[src/rtl/ejtag_pracc.sv]
// EJTAG processor-access (PrAcc) bridge: parks a CPU debug-segment access until the
// probe completes it via a toggle from the TCK domain, or a timeout forces completion.
module ejtag_pracc #(
    parameter int unsigned SYNC_STAGES = 2,
    parameter int unsigned TIMEOUT     = 1024,
    parameter logic [31:0] TO_RDATA    = 32'h0000_0000
) (
    input  logic        clk,
    input  logic        rst_n,
    input  logic        dm_req,
    input  logic        dm_we,
    input  logic [31:0] dm_addr,
    input  logic [31:0] dm_wdata,
    output logic [31:0] dm_rdata,
    output logic        dm_ack,
    output logic        dm_err,
    input  logic        jtag_done_tgl,
    input  logic [31:0] jtag_data_in,
    output logic        pracc,
    output logic        prnw,
    output logic [31:0] addr_out,
    output logic [31:0] data_out
);

    typedef enum logic [1:0] {
        S_IDLE,
        S_PEND,
        S_ACK
    } state_e;

    localparam logic [2:0]  WARM_DONE = 3'(SYNC_STAGES + 1);
    localparam logic [15:0] TO_LAST   = 16'(TIMEOUT - 1);
    localparam bit          TO_EN     = (TIMEOUT != 0);

    state_e                 state_q;
    logic [SYNC_STAGES-1:0] sync_q;
    logic                   hist_q;
    logic [2:0]             warm_q;
    logic [15:0]            cnt_q;
    logic                   pracc_q, prnw_q, ack_q, err_q;
    logic [31:0]            rdata_q, addr_q, wdata_q;
    logic                   edge_det;

    // Edges are ignored until the sync chain and history flop have both been
    // refilled after reset, so a high toggle level at release is not an edge.
    assign edge_det = (warm_q == WARM_DONE) && (sync_q[SYNC_STAGES-1] != hist_q);

    always_ff @(posedge clk or negedge rst_n) begin
        if (!rst_n) begin
            state_q <= S_IDLE;
            sync_q  <= '0;
            hist_q  <= 1'b0;
            warm_q  <= '0;
            cnt_q   <= '0;
            pracc_q <= 1'b0;
            prnw_q  <= 1'b0;
            ack_q   <= 1'b0;
            err_q   <= 1'b0;
            rdata_q <= '0;
            addr_q  <= '0;
            wdata_q <= '0;
        end else begin
            sync_q <= {sync_q[SYNC_STAGES-2:0], jtag_done_tgl};
            hist_q <= sync_q[SYNC_STAGES-1];
            if (warm_q != WARM_DONE) warm_q <= warm_q + 3'd1;
            ack_q <= 1'b0;
            unique case (state_q)
                S_IDLE: begin
                    if (dm_req) begin
                        addr_q  <= dm_addr;
                        wdata_q <= dm_wdata;
                        prnw_q  <= dm_we;
                        pracc_q <= 1'b1;
                        cnt_q   <= '0;
                        state_q <= S_PEND;
                    end
                end
                S_PEND: begin
                    cnt_q <= cnt_q + 16'd1;
                    // A probe edge wins over a simultaneous timeout.
                    if (edge_det) begin
                        state_q <= S_ACK;
                        ack_q   <= 1'b1;
                        pracc_q <= 1'b0;
                        if (!prnw_q) rdata_q <= jtag_data_in;
                    end else if (TO_EN && cnt_q == TO_LAST) begin
                        state_q <= S_ACK;
                        ack_q   <= 1'b1;
                        pracc_q <= 1'b0;
                        err_q   <= 1'b1;
                        if (!prnw_q) rdata_q <= TO_RDATA;
                    end
                end
                S_ACK: state_q <= S_IDLE;
                default: state_q <= S_IDLE;
            endcase
        end
    end

    assign dm_rdata = rdata_q;
    assign dm_ack   = ack_q;
    assign dm_err   = err_q;
    assign pracc    = pracc_q;
    assign prnw     = prnw_q;
    assign addr_out = addr_q;
    assign data_out = wdata_q;

endmodule

[config.mk]
export PLATFORM = sky130hd
export DESIGN_NAME = ejtag_pracc
export DESIGN_NICKNAME = d
export VERILOG_FILES = /design/src/rtl/ejtag_pracc.sv
export SDC_FILE = /design/constraint.sdc
export NUM_CORES = 1
export LEC_CHECK = 0
export CORE_MARGIN = 4
export CORE_UTILIZATION = 43
export CTS_BUF_LIST = sky130_fd_sc_hd__clkbuf_4 sky130_fd_sc_hd__clkbuf_8 sky130_fd_sc_hd__clkbuf_16
export DETAILED_ROUTE_END_ITERATION = 8
export GPL_ROUTABILITY_DRIVEN = 0
export HOLD_SLACK_MARGIN = 0.02
export PLACE_DENSITY = 0.78
export SLEW_MARGIN = 20
export SYNTH_ARGS = -nofsm -noshare
export SYNTH_HDL_FRONTEND = slang
export SYNTH_SLANG_ARGS = --single-unit
[constraint.sdc]
create_clock -name clk -period 2.6 [get_ports clk]
set_input_delay 0.78 -clock clk [delete_from_list [all_inputs] [get_ports clk]]
set_output_delay 0.78 -clock clk [all_outputs]
set_load 0.05 [all_outputs]
### Word-level counts from Yosys, hierarchy flattened

Index checks and enable logic that the tools add are counted.

| word-level totals | value |
|---|---|
| register bits | 124 |
| input bits | 101 |

| operators by class | value |
|---|---|
| $add $sub $neg | 2 |
| equality and inequality tests | 9 |
| reduce and logical (&&, ||, !) cells | 10 |
| muxes and demuxes | 17 |
| bitwise gates (word level) | 1 |

Operators by type and width:

| kind | count |
|---|---|
| 32-bit two-way mux | 4 |
| 16-bit one-hot mux with 2 select lines | 1 |
| 16-bit by 1-bit adder with 16-bit output (second input constant) | 1 |
| 16-bit by 10-bit == test with 1-bit output (second input constant) | 1 |
| 16-bit two-way mux | 1 |
| 1-bit two-way mux | 6 |
| 2-bit two-way mux | 3 |
| 2-bit != test (second input constant) | 3 |
| 2-bit AND reduction | 3 |
| 3-bit AND reduction | 2 |
| 2-bit one-hot mux with 2 select lines | 1 |
| 4-bit AND reduction | 1 |
| 2-bit nonzero test | 2 |
| 3-bit by 1-bit adder with 3-bit output (second input constant) | 1 |
| 3-bit by 2-bit == test with 1-bit output (second input constant) | 1 |
| 3-bit by 2-bit != test with 1-bit output (second input constant) | 1 |
| 3-bit != test (second input constant) | 1 |
| 2-bit by 1-bit == test with 1-bit output (second input constant) | 1 |
| 2-bit logical NOT | 1 |
| 1-bit one-hot mux with 2 select lines | 1 |
| 1-bit logical AND | 1 |
| 1-bit != test | 1 |
| 1-bit NOT | 1 |

### Logic depth before layout (Yosys ltp)

Gate-level depths: netlist (run 1).

| logic depth | value |
|---|---|
| word-level depth | 4 |
| mapped depth | 7 |
| depth with buffers taken out | 5 |

### Worst setup path before layout (run 1)

Ideal clock, no wire load.

| path | value |
|---|---|
| kind | input to register |
| start | input port dm_req |
| end | register addr_q[0] (netlist: addr_out[0]) |
| path slack | 0.684 ns |
| setup time | 0.118 ns |
| data required time | 2.482 ns |
| cell stages on the path | 6 |
| data arrival time | 1.799 ns |
| cell sequence | or3b_2 clkbuf_1 buf_2 buf_1 nand2_1 nand2_1 |

| on the way | value |
|---|---|
| longest elaborated chain between the ends | 1 |

RTL lines:

| item | line | RTL |
|---|---|---|
| from (decl) | 10 | `input logic dm_req,` |
| 2-bit AND reduction (no line) | - |  |
| to (signal assigned) | 70 | `addr_q <= dm_addr;` |
| to (decl) | 41 | `logic [31:0] rdata_q, addr_q, wdata_q;` |

Every way passes these cells.
A chain may end at the register's enable or synchronous reset.

### Worst setup path in the final report (run 1)

| path | value |
|---|---|
| start | register prnw_q (netlist: prnw) |
| end | output port prnw |

RTL lines:

| item | line | RTL |
|---|---|---|
| from (decl) | 40 | `logic pracc_q, prnw_q, ack_q, err_q;` |
| from (signal assigned) | 72 | `prnw_q <= dm_we;` |
| to (decl) | 20 | `output logic prnw,` |

No word-level cell between the ends.

==> results of run 1 <==
-- logic make-up (layout without fill, tap and decap cells) --
family,after synthesis,after routing,share of synthesized area
AND/OR/NAND/NOR,250,250,0.2111
flip-flops,124,124,0.6344
AO/OA/AOI/OAI,54,54,0.09261
buffers and inverters,28,241,0.03402
multiplexers,8,8,0.01663
adder cells (fa/ha/maj),3,3,0.007675
XOR/XNOR,2,2,0.003582
-- area by class of cell --
type / count / share of cell area
flip-flops and latches: 124 / 0.4063
repair buffers: 206 / 0.2752
clock inverters: 13 / 0.02179
clock buffers: 19 / 0.05849
inverters: 3 / 0.001474
multi-input cells: 317 / 0.2138
well taps: 140 / 0.02294
-- worst paths after layout --
| check | cells after the start | to |
|---|---|---|
| max | 1 | prnw |
| min | 0 | sync_q[1] |
| max reg2reg | 5 | dm_rdata[5] |
| min reg2reg | 0 | sync_q[1] |
| max in group asynchronous | 2 | addr_out[12] |
| min in group asynchronous | 1 | cnt_q[2] |
-- report_power, final --
group          switching (mW)  total, mW  internal [mW]  leakage [nW]
Sequential              0.480       3.17           2.69          1.55
Clock                   0.849       2.40           1.55         0.293
Combinational            3.69       5.53           1.84          1.76
Total                    5.02       11.1           6.08          3.61
-- cells in the mapped netlist --
library cell	count	area share
a21o_1	1	0.0015
a221o_2	1	0.0023
a22o_1	33	0.059
a22o_2	2	0.0041
and2_2	1	0.0015
and3_2	1	0.0015
buf_1	6	0.0046
buf_2	1	0.0010
buf_6	4	0.0092
clkbuf_1	11	0.0084
clkbuf_8	3	0.0084
dfrtp_1	124	0.63
ha_1	3	0.0077
inv_1	3	0.0023
mux2_2	1	0.0023
mux2i_1	7	0.014
nand2_1	213	0.16
nand2b_1	2	0.0026
nand3_1	9	0.0092
nand4_1	4	0.0051
nor2_1	7	0.0054
nor2b_1	1	0.0013
nor3_1	2	0.0020
nor3_2	1	0.0020
nor3b_1	1	0.0015
nor4_1	2	0.0026
nor4_4	1	0.0043
o211ai_1	2	0.0031
o21a_1	3	0.0046
o21ai_0	5	0.0051
o21ai_4	1	0.0033
o21bai_1	2	0.0031
o311ai_0	1	0.0018
o31ai_1	3	0.0046
or2_2	1	0.0013
or3_1	1	0.0013
or3b_2	2	0.0036
or4_4	1	0.0023
xnor2_1	1	0.0018
xor2_1	1	0.0018
-- cell usage in the layout, fill, tap and decap left out, drive strengths merged, types with 4 or more instances in the layout --
cell type and count:
nand2 213, clkdlybuf4s50 199, dfrtp 124, a22o 35, clkbuf 19, nand3 9
nor2 7, mux2i 7, buf 7, o21ai 6, inv 5, clkinv 5
nand4 4
-- metrics by stage --
step | util | hold WS (ns)
4_1_cts | 0.6940 | 0.3537
3_5_place_dp | 0.6382 | 0.3410
2_1_floorplan | - | 0.3312
5_1_grt | 0.6954 | 0.3592
3_3_place_gp | 0.6382 | 0.3372
6_report | 0.6954 | 0.3519
-- registers in the layout, indices dropped and copies added, names as in the netlist --
register  flops
sync_q        2
pracc         1
dm_err        1
addr_out     32
prnw          1
cnt_q        16
dm_ack        1
state_q       2
data_out     32
warm_q        3
hist_q        1
dm_rdata     32
-- per-layer routing --
metal / global-route usage / part of all wire / vias to the layer above / wire [um]
met3: 0.06554 / 0.082 / 17 / 1049
met5: 0 / 0 / - / 0
li1: - / - / 1956 / -
met1: 0.2466 / 0.41 / 1945 / 5227
met2: 0.3349 / 0.50 / 165 / 6381
met4: 0.08630 / 0.016 / 0 / 206
==> impl_metrics.json, run 1 <==
{
  "p_leak_nw": 3.608,
  "grt_max_degree": 66,
  "slew_viol_final": 0,
  "worst_slack_ns": 0.1344,
  "clkTransAtPathRegs_ns": 0.05,
  "crit_slowest_cell": "clkdlybuf4s50_1",
  "synthCells": 469,
  "dieHeight_um": 114.7,
  "powerDensity_mw_per_mm2": 1453,
  "cts_setup_buffers": 0,
  "final-setup-viol-count": 0,
  "fin_cells": 822,
  "final_antenna_net_count": 0,
  "finClkSkew_ns": 0.007035,
  "start_util": 0.4453,
  "vias_per_cell": 4.967,
  "multi_input_area_mm2": 0.001633,
  "htree_levels": 4,
  "grt_pass1_wl_um": 21070,
  "drc_errors": 0,
  "critPathBufInv": 1,
  "drive_above_1_share": 0.07771,
  "synth_cell_types": 40,
  "grt_antenna_before_repair": 0,
  "nNetsFinal": 773,
  "coreArea_mm2": 0.01098,
  "worst_slew_pin_slew_ns": 0.8062,
  "die_width_um": 114.7,
  "seq_area_mm2": 0.003103,
  "crit_chain": "clkdlybuf4s50_1",
  "clk_latency_ns": 0.41,
  "min_path_type": "reg -> reg",
  "ys_ff_latch": 124,
  "finalHoldViolations": 0,
  "worstSetupStartpoint": "prnw",
  "startpoint_type": "register",
  "drt_iter0_drc": 178,
  "synth.avg_cell_area_um2": 10.43,
  "rows": 38,
  "cts_buffers": 17,
  "path_class": "reg -> out",
  "worstHoldStart": "sync_q[0]",
  "maxCapViolations": 0,
  "grt.overflow.total": 0,
  "holdBufCountCts": 0,
  "worst_setup_path_end_kind": "output pin",
  "finalCritPeriodShare": 0.9483,
  "totalWireLength_um": 12860,
  "dp.final_hpwl_um": 9202,
  "critical_path_arrival_ns": 1.69,
  "area_delta_synth_final_pct": 56.15,
  "required_ns": 1.82,
  "root_buffer": "clkbuf_16",
  "final_cell_area_mm2": 0.007637,
  "max_freq_mhz": 405.6,
  "min_period_ns": 2.466,
  "nFillCells": 836,
  "via_count": 4083,
  "dieArea_mm2": 0.01314,
  "fin_tns_setup_ns": 0,
  "clock_sinks": 124,
  "cts_buffer_depth": 2,
  "dp_cells": 789,
  "peakVddDrop_mv": 1.122,
  "cts_tree": "yes",
  "antennaDiodeCount": 0,
  "ctsResizeCount": 0,
  "syn-num-nets": 573,
  "total_power_mw": 11.09,
  "port_buffers": 200,
  "ys_warn_count": 0,
  "synth.yosys.seq_area_share": 0.6344,
  "r2r_start": "warm_q[0]",
  "max_stage_delay_ns": 0.86,
  "ff2ff_setup_slack_ns": 0.51,
  "relSlewSlack": 0.4605,
  "critPathMaxFanout": 4,
  "outcome": "finished, final reports clean",
  "grt_pass1_vias": 4287,
  "drt_pass1_iterations": 4,
  "dp_worst_setup_slack_ns": 0.2419,
  "avgRoutedWirePerCell_um": 15.65,
  "ioPinCount": 201,
  "track_usage": 0.2037,
  "syn_area_mm2": 0.004891,
  "critPathTopFamily": "buffers and inverters",
  "rsz0062_at_grt": "false",
  "dpl-instance-area_mm2": 0.007009
}
(Power assumes the default switching activity.)
==> run 2, diff against run 1 <==
--- a/config.mk
+++ b/config.mk
@@ -12,7 +12,6 @@
 export GPL_ROUTABILITY_DRIVEN = 0
 export HOLD_SLACK_MARGIN = 0.02
 export PLACE_DENSITY = 0.78
-export SLEW_MARGIN = 20
 export SYNTH_ARGS = -nofsm -noshare
 export SYNTH_HDL_FRONTEND = slang
 export SYNTH_SLANG_ARGS = --single-unit
==> run 2 against run 1 <==
Effect of this change:
- via count is 0.32% lower
- count of clock-buffer cells in the layout stayed put
- final cell count is 0.12% lower
- power is 0.16% lower
- worst setup slack better by 0.0066 ns
- sequential power hardly changed
- first-iteration DRC count is 3.4% higher
- largest cell class unchanged
- largest power group unchanged
- highest routed layer unchanged
==> impl_metrics.json, run 2 (same netlist as run 1, synthesis figures left out) <==
{
  "fin_tns_setup_ns": 0,
  "grt_antenna_before_repair": 0,
  "drt_iter0_drc": 184,
  "dpl-instance-area_mm2": 0.007009,
  "relSlewSlack": 0.2319,
  "worst_slew_pin_slew_ns": 1.148,
  "worstHoldStart": "sync_q[0]",
  "slew_viol_final": 0,
  "critPathMaxFanout": 4,
  "min_path_type": "reg -> reg",
  "final-setup-viol-count": 0,
  "clkTransAtPathRegs_ns": 0.05,
  "ctsResizeCount": 0,
  "powerDensity_mw_per_mm2": 1453,
  "required_ns": 1.82,
  "dp_worst_setup_slack_ns": 0.2419,
  "area_delta_synth_final_pct": 55.85,
  "drt_pass1_iterations": 4,
  "worst_slack_ns": 0.1411,
  "critical_path_arrival_ns": 1.68,
  "final_cell_area_mm2": 0.007622,
  "startpoint_type": "register",
  "peakVddDrop_mv": 1.123,
  "ioPinCount": 201,
  "finalHoldViolations": 0,
  "multi_input_area_mm2": 0.001633,
  "critPathBufInv": 1,
  "final_common_cell": "nand2_1",
  "max_stage_delay_ns": 0.86,
  "start_util": 0.4453,
  "dp.final_hpwl_um": 9202,
  "via_count": 4070,
  "root_buffer": "clkbuf_16",
  "finalCritPeriodShare": 0.9457,
  "drive_above_1_share": 0.07636,
  "postLayoutCoreUtil": 0.6940,
  "totalWireLength_um": 12820,
  "nFillCells": 839,
  "seq_area_mm2": 0.003103,
  "grt_pass1_wl_um": 21070,
  "grt_max_degree": 66,
  "coreArea_mm2": 0.01098,
  "fin_cells": 821,
  "crit_chain": "clkdlybuf4s50_1",
  "clock_sinks": 124,
  "worst_setup_path_end_kind": "output pin",
  "rows": 38,
  "vias_per_cell": 4.957,
  "drc_errors": 0,
  "avgRoutedWirePerCell_um": 15.62,
  "maxCapViolations": 0,
  "dieArea_mm2": 0.01314,
  "worstSetupStartpoint": "prnw",
  "max_freq_mhz": 406.7,
  "critPathTopFamily": "buffers and inverters",
  "antennaDiodeCount": 0,
  "grt_pass1_vias": 4287,
  "cts_buffers": 17,
  "final_antenna_net_count": 0,
  "crit_slowest_cell": "clkdlybuf4s50_1",
  "final_cell_mix": "nand2_1 (213), clkdlybuf4s50_1 (199), dfrtp_1 (124)",
  "clk_latency_ns": 0.41,
  "dp_cells": 789,
  "cts_buffer_depth": 2,
  "track_usage": 0.2037,
  "min_period_ns": 2.459,
  "path_class": "reg -> out",
  "cts_tree": "yes",
  "port_buffers": 200,
  "die_width_um": 114.7,
  "finClkSkew_ns": 0.01027,
  "htree_levels": 4,
  "outcome": "finished, final reports clean",
  "nNetsFinal": 772,
  "rsz0062_at_grt": "false",
  "grt.overflow.total": 0,
  "cts_setup_buffers": 0,
  "p_leak_nw": 3.601,
  "dieHeight_um": 114.7,
  "r2r_start": "warm_q[0]",
  "holdBufCountCts": 0
}
-- run 2: cell count changes in the layout (fill, tap and decap cells not counted), sizes merged --
cell / change
buf: -1
-- run 2: worst paths after layout --
path                                end  slack (ns)  cells past startpoint
setup / recovery                   prnw        0.14                      1
hold / removal                sync_q[1]        0.35                      0
setup reg to reg            dm_rdata[5]        0.40                      5
hold reg to reg               sync_q[1]        0.35                      0
max in group asynchronous  addr_out[28]        1.62                      2
min in group asynchronous      cnt_q[2]        0.37                      1
-- run 2: per-stage QoR --
stage          total power, mW  hold slack [ns]
6_report                 11.08           0.3519
4_1_cts                  11.20           0.3537
3_3_place_gp             8.637           0.3372
3_5_place_dp             8.728           0.3410
2_1_floorplan            6.722           0.3312
5_1_grt                  11.62           0.3592
-- run 2: layout make-up --
cell class	count	share of cell area
Clock buffer	19	0.05860
Clock inverter	13	0.02183
Inverter	3	0.001477
Multi-Input combinational cell	317	0.2142
Sequential cell	124	0.4071
Tap cell	140	0.02298
Timing Repair Buffer	205	0.2738
-- run 2: per-layer routing --
layer	part of all wire	wire length, um	vias up	GRT usage
met5	0	0	-	0
met4	0.014	181	0	0.08630
met3	0.080	1020	15	0.06554
met2	0.50	6383	163	0.3349
met1	0.41	5236	1937	0.2466
li1	-	-	1955	-
-- run 2: power by group --
part           leakage, nW  internal, mW  switching [mW]
registers             1.55          2.69           0.478
logic                 1.75          1.83            3.69
clock network        0.293          1.55           0.843
total                 3.60          6.07            5.01
==> run 3, diff against run 2 <==
--- a/config.mk
+++ b/config.mk
@@ -5,6 +5,8 @@
 export SDC_FILE = /design/constraint.sdc
 export NUM_CORES = 1
 export LEC_CHECK = 0
+export ABC_CLOCK_PERIOD_IN_PS = 2600
+export CAP_MARGIN = 20
 export CORE_MARGIN = 4
 export CORE_UTILIZATION = 43
 export CTS_BUF_LIST = sky130_fd_sc_hd__clkbuf_4 sky130_fd_sc_hd__clkbuf_8 sky130_fd_sc_hd__clkbuf_16
==> constraint.sdc (replaced) <==
create_clock -name clk -period 2.6 [get_ports clk]
set_input_delay 0.39 -clock clk [delete_from_list [all_inputs] [get_ports clk]]
set_output_delay 0.39 -clock clk [all_outputs]
set_load 0.05 [all_outputs]
==> run 3 against run 2 <==
Effect of this change:
- clock power increased by 6%
- core utilization increased by 0.22 points
- final cell count increased by 0.37%
==> impl_metrics.json, run 3 (same netlist as run 1, synthesis figures left out) <==
{
  "avgRoutedWirePerCell_um": 15.54,
  "critPathBufInv": 1,
  "rows": 38,
  "final_antenna_net_count": 0,
  "drc_errors": 0,
  "outcome": "finished, final reports clean",
  "vias_per_cell": 4.922,
  "critical_path_arrival_ns": 1.69,
  "htree_levels": 4,
  "crit_chain": "clkdlybuf4s50_1",
  "ctsResizeCount": 0,
  "max_stage_delay_ns": 0.86,
  "area_delta_synth_final_pct": 56.33,
  "clk_latency_ns": 0.40,
  "grt_pass1_wl_um": 20840,
  "rsz0062_at_grt": "false",
  "critPathMaxFanout": 4,
  "final-setup-viol-count": 0,
  "clkTransAtPathRegs_ns": 0.05,
  "peakVddDrop_mv": 0.9276,
  "worst_setup_path_end_kind": "output pin",
  "clock_sinks": 124,
  "grt_busiest_layer": "met2",
  "drt_pass1_iterations": 4,
  "powerDensity_mw_per_mm2": 1466,
  "ff2ff_setup_slack_ns": 0.53,
  "nNetsFinal": 775,
  "fin_cells": 824,
  "dieHeight_um": 114.7,
  "antennaDiodeCount": 0,
  "holdBufCountCts": 1,
  "cts_tree": "yes",
  "max_freq_mhz": 480.1,
  "cts_buffers": 17,
  "grt.met2_usage": 0.3329,
  "drive_above_1_share": 0.07895,
  "met3_usage": 0.07505,
  "met1_usage": 0.2398,
  "worst_slew_pin_slew_ns": 0.7997,
  "coreArea_mm2": 0.01098,
  "min_path_type": "reg -> reg",
  "slew_viol_final": 0,
  "p_leak_nw": 3.624,
  "maxCapViolations": 0,
  "dp_cells": 790,
  "via_count": 4056,
  "track_usage": 0.2014,
  "finalHoldViolations": 0,
  "port_buffers": 200,
  "root_buffer": "clkbuf_16",
  "startpoint_type": "register",
  "ioPinCount": 201,
  "grt.overflow.total": 0,
  "drt_iter0_drc": 225,
  "totalWireLength_um": 12810,
  "required_ns": 2.21,
  "final_cell_mix": "nand2_1 (213), clkdlybuf4s50_1 (199), dfrtp_1 (124)",
  "min_period_ns": 2.083,
  "critPathTopFamily": "buffers and inverters",
  "grt_antenna_before_repair": 0,
  "dieArea_mm2": 0.01314,
  "path_class": "reg -> out",
  "crit_slowest_cell": "clkdlybuf4s50_1",
  "grt_pass1_vias": 4317,
  "dp.final_hpwl_um": 9021,
  "start_util": 0.4453,
  "cts_buffer_depth": 2,
  "finClkSkew_ns": 0.005731,
  "final_common_cell": "nand2_1",
  "die_width_um": 114.7,
  "fin_tns_setup_ns": 0,
  "grt_max_degree": 66,
  "cts_setup_buffers": 0,
  "relSlewSlack": 0.4649,
  "finalCritPeriodShare": 0.8011
}
[run 3: where the power goes]
group          total, mW  switching, mW  internal [mW]
Combinational       5.54           3.72           1.82
Sequential          3.14          0.451           2.69
Clock               2.53          0.850           1.68
[run 3: worst paths after layout]
path,startpoint,to,cells past startpoint
worst min-delay path,sync_q[0],sync_q[1],0
min in group asynchronous,rst_n,dm_rdata[29],2
worst min register to register,sync_q[0],sync_q[1],0
worst max register to register,warm_q[0],dm_rdata[22],5
worst max-delay path,prnw,prnw,1
max in group asynchronous,rst_n,dm_err,3
[run 3: final cells by class]
class                           count  area, um^2
Clock buffer                       20       460.4
Clock inverter                     12       185.2
Fill cell                         816        3337
Inverter                            3       11.26
Multi-Input combinational cell    317        1633
Sequential cell                   124        3103
Tap cell                          140       175.2
Timing Repair Buffer              208        2078
[run 3: metal layers]
metal	vias up	share of wire	routed length (um)
met2	163	0.49	6231
met4	0	0.020	255
li1	1957	-	-
met5	-	0	0
met1	1914	0.41	5199
met3	22	0.088	1123
[run 3: through the flow]
stage / total power, mW / hold slack, ns / setup WS, ns / utilization / instance area, um^2
3_3_place_gp: 8.603 / 0.3346 / 0.5458 / 0.6355 / 6979
3_5_place_dp: 8.713 / 0.3365 / 0.4396 / 0.6355 / 6979
6_report: 11.21 / 0.3446 / 0.5171 / 0.6962 / 7646
5_1_grt: 11.75 / 0.3459 / 0.4219 / 0.6962 / 7646
4_1_cts: 11.32 / 0.3459 / 0.3780 / 0.6951 / 7635
2_1_floorplan: 6.722 / 0.09441 / 0.7929 / - / 4891
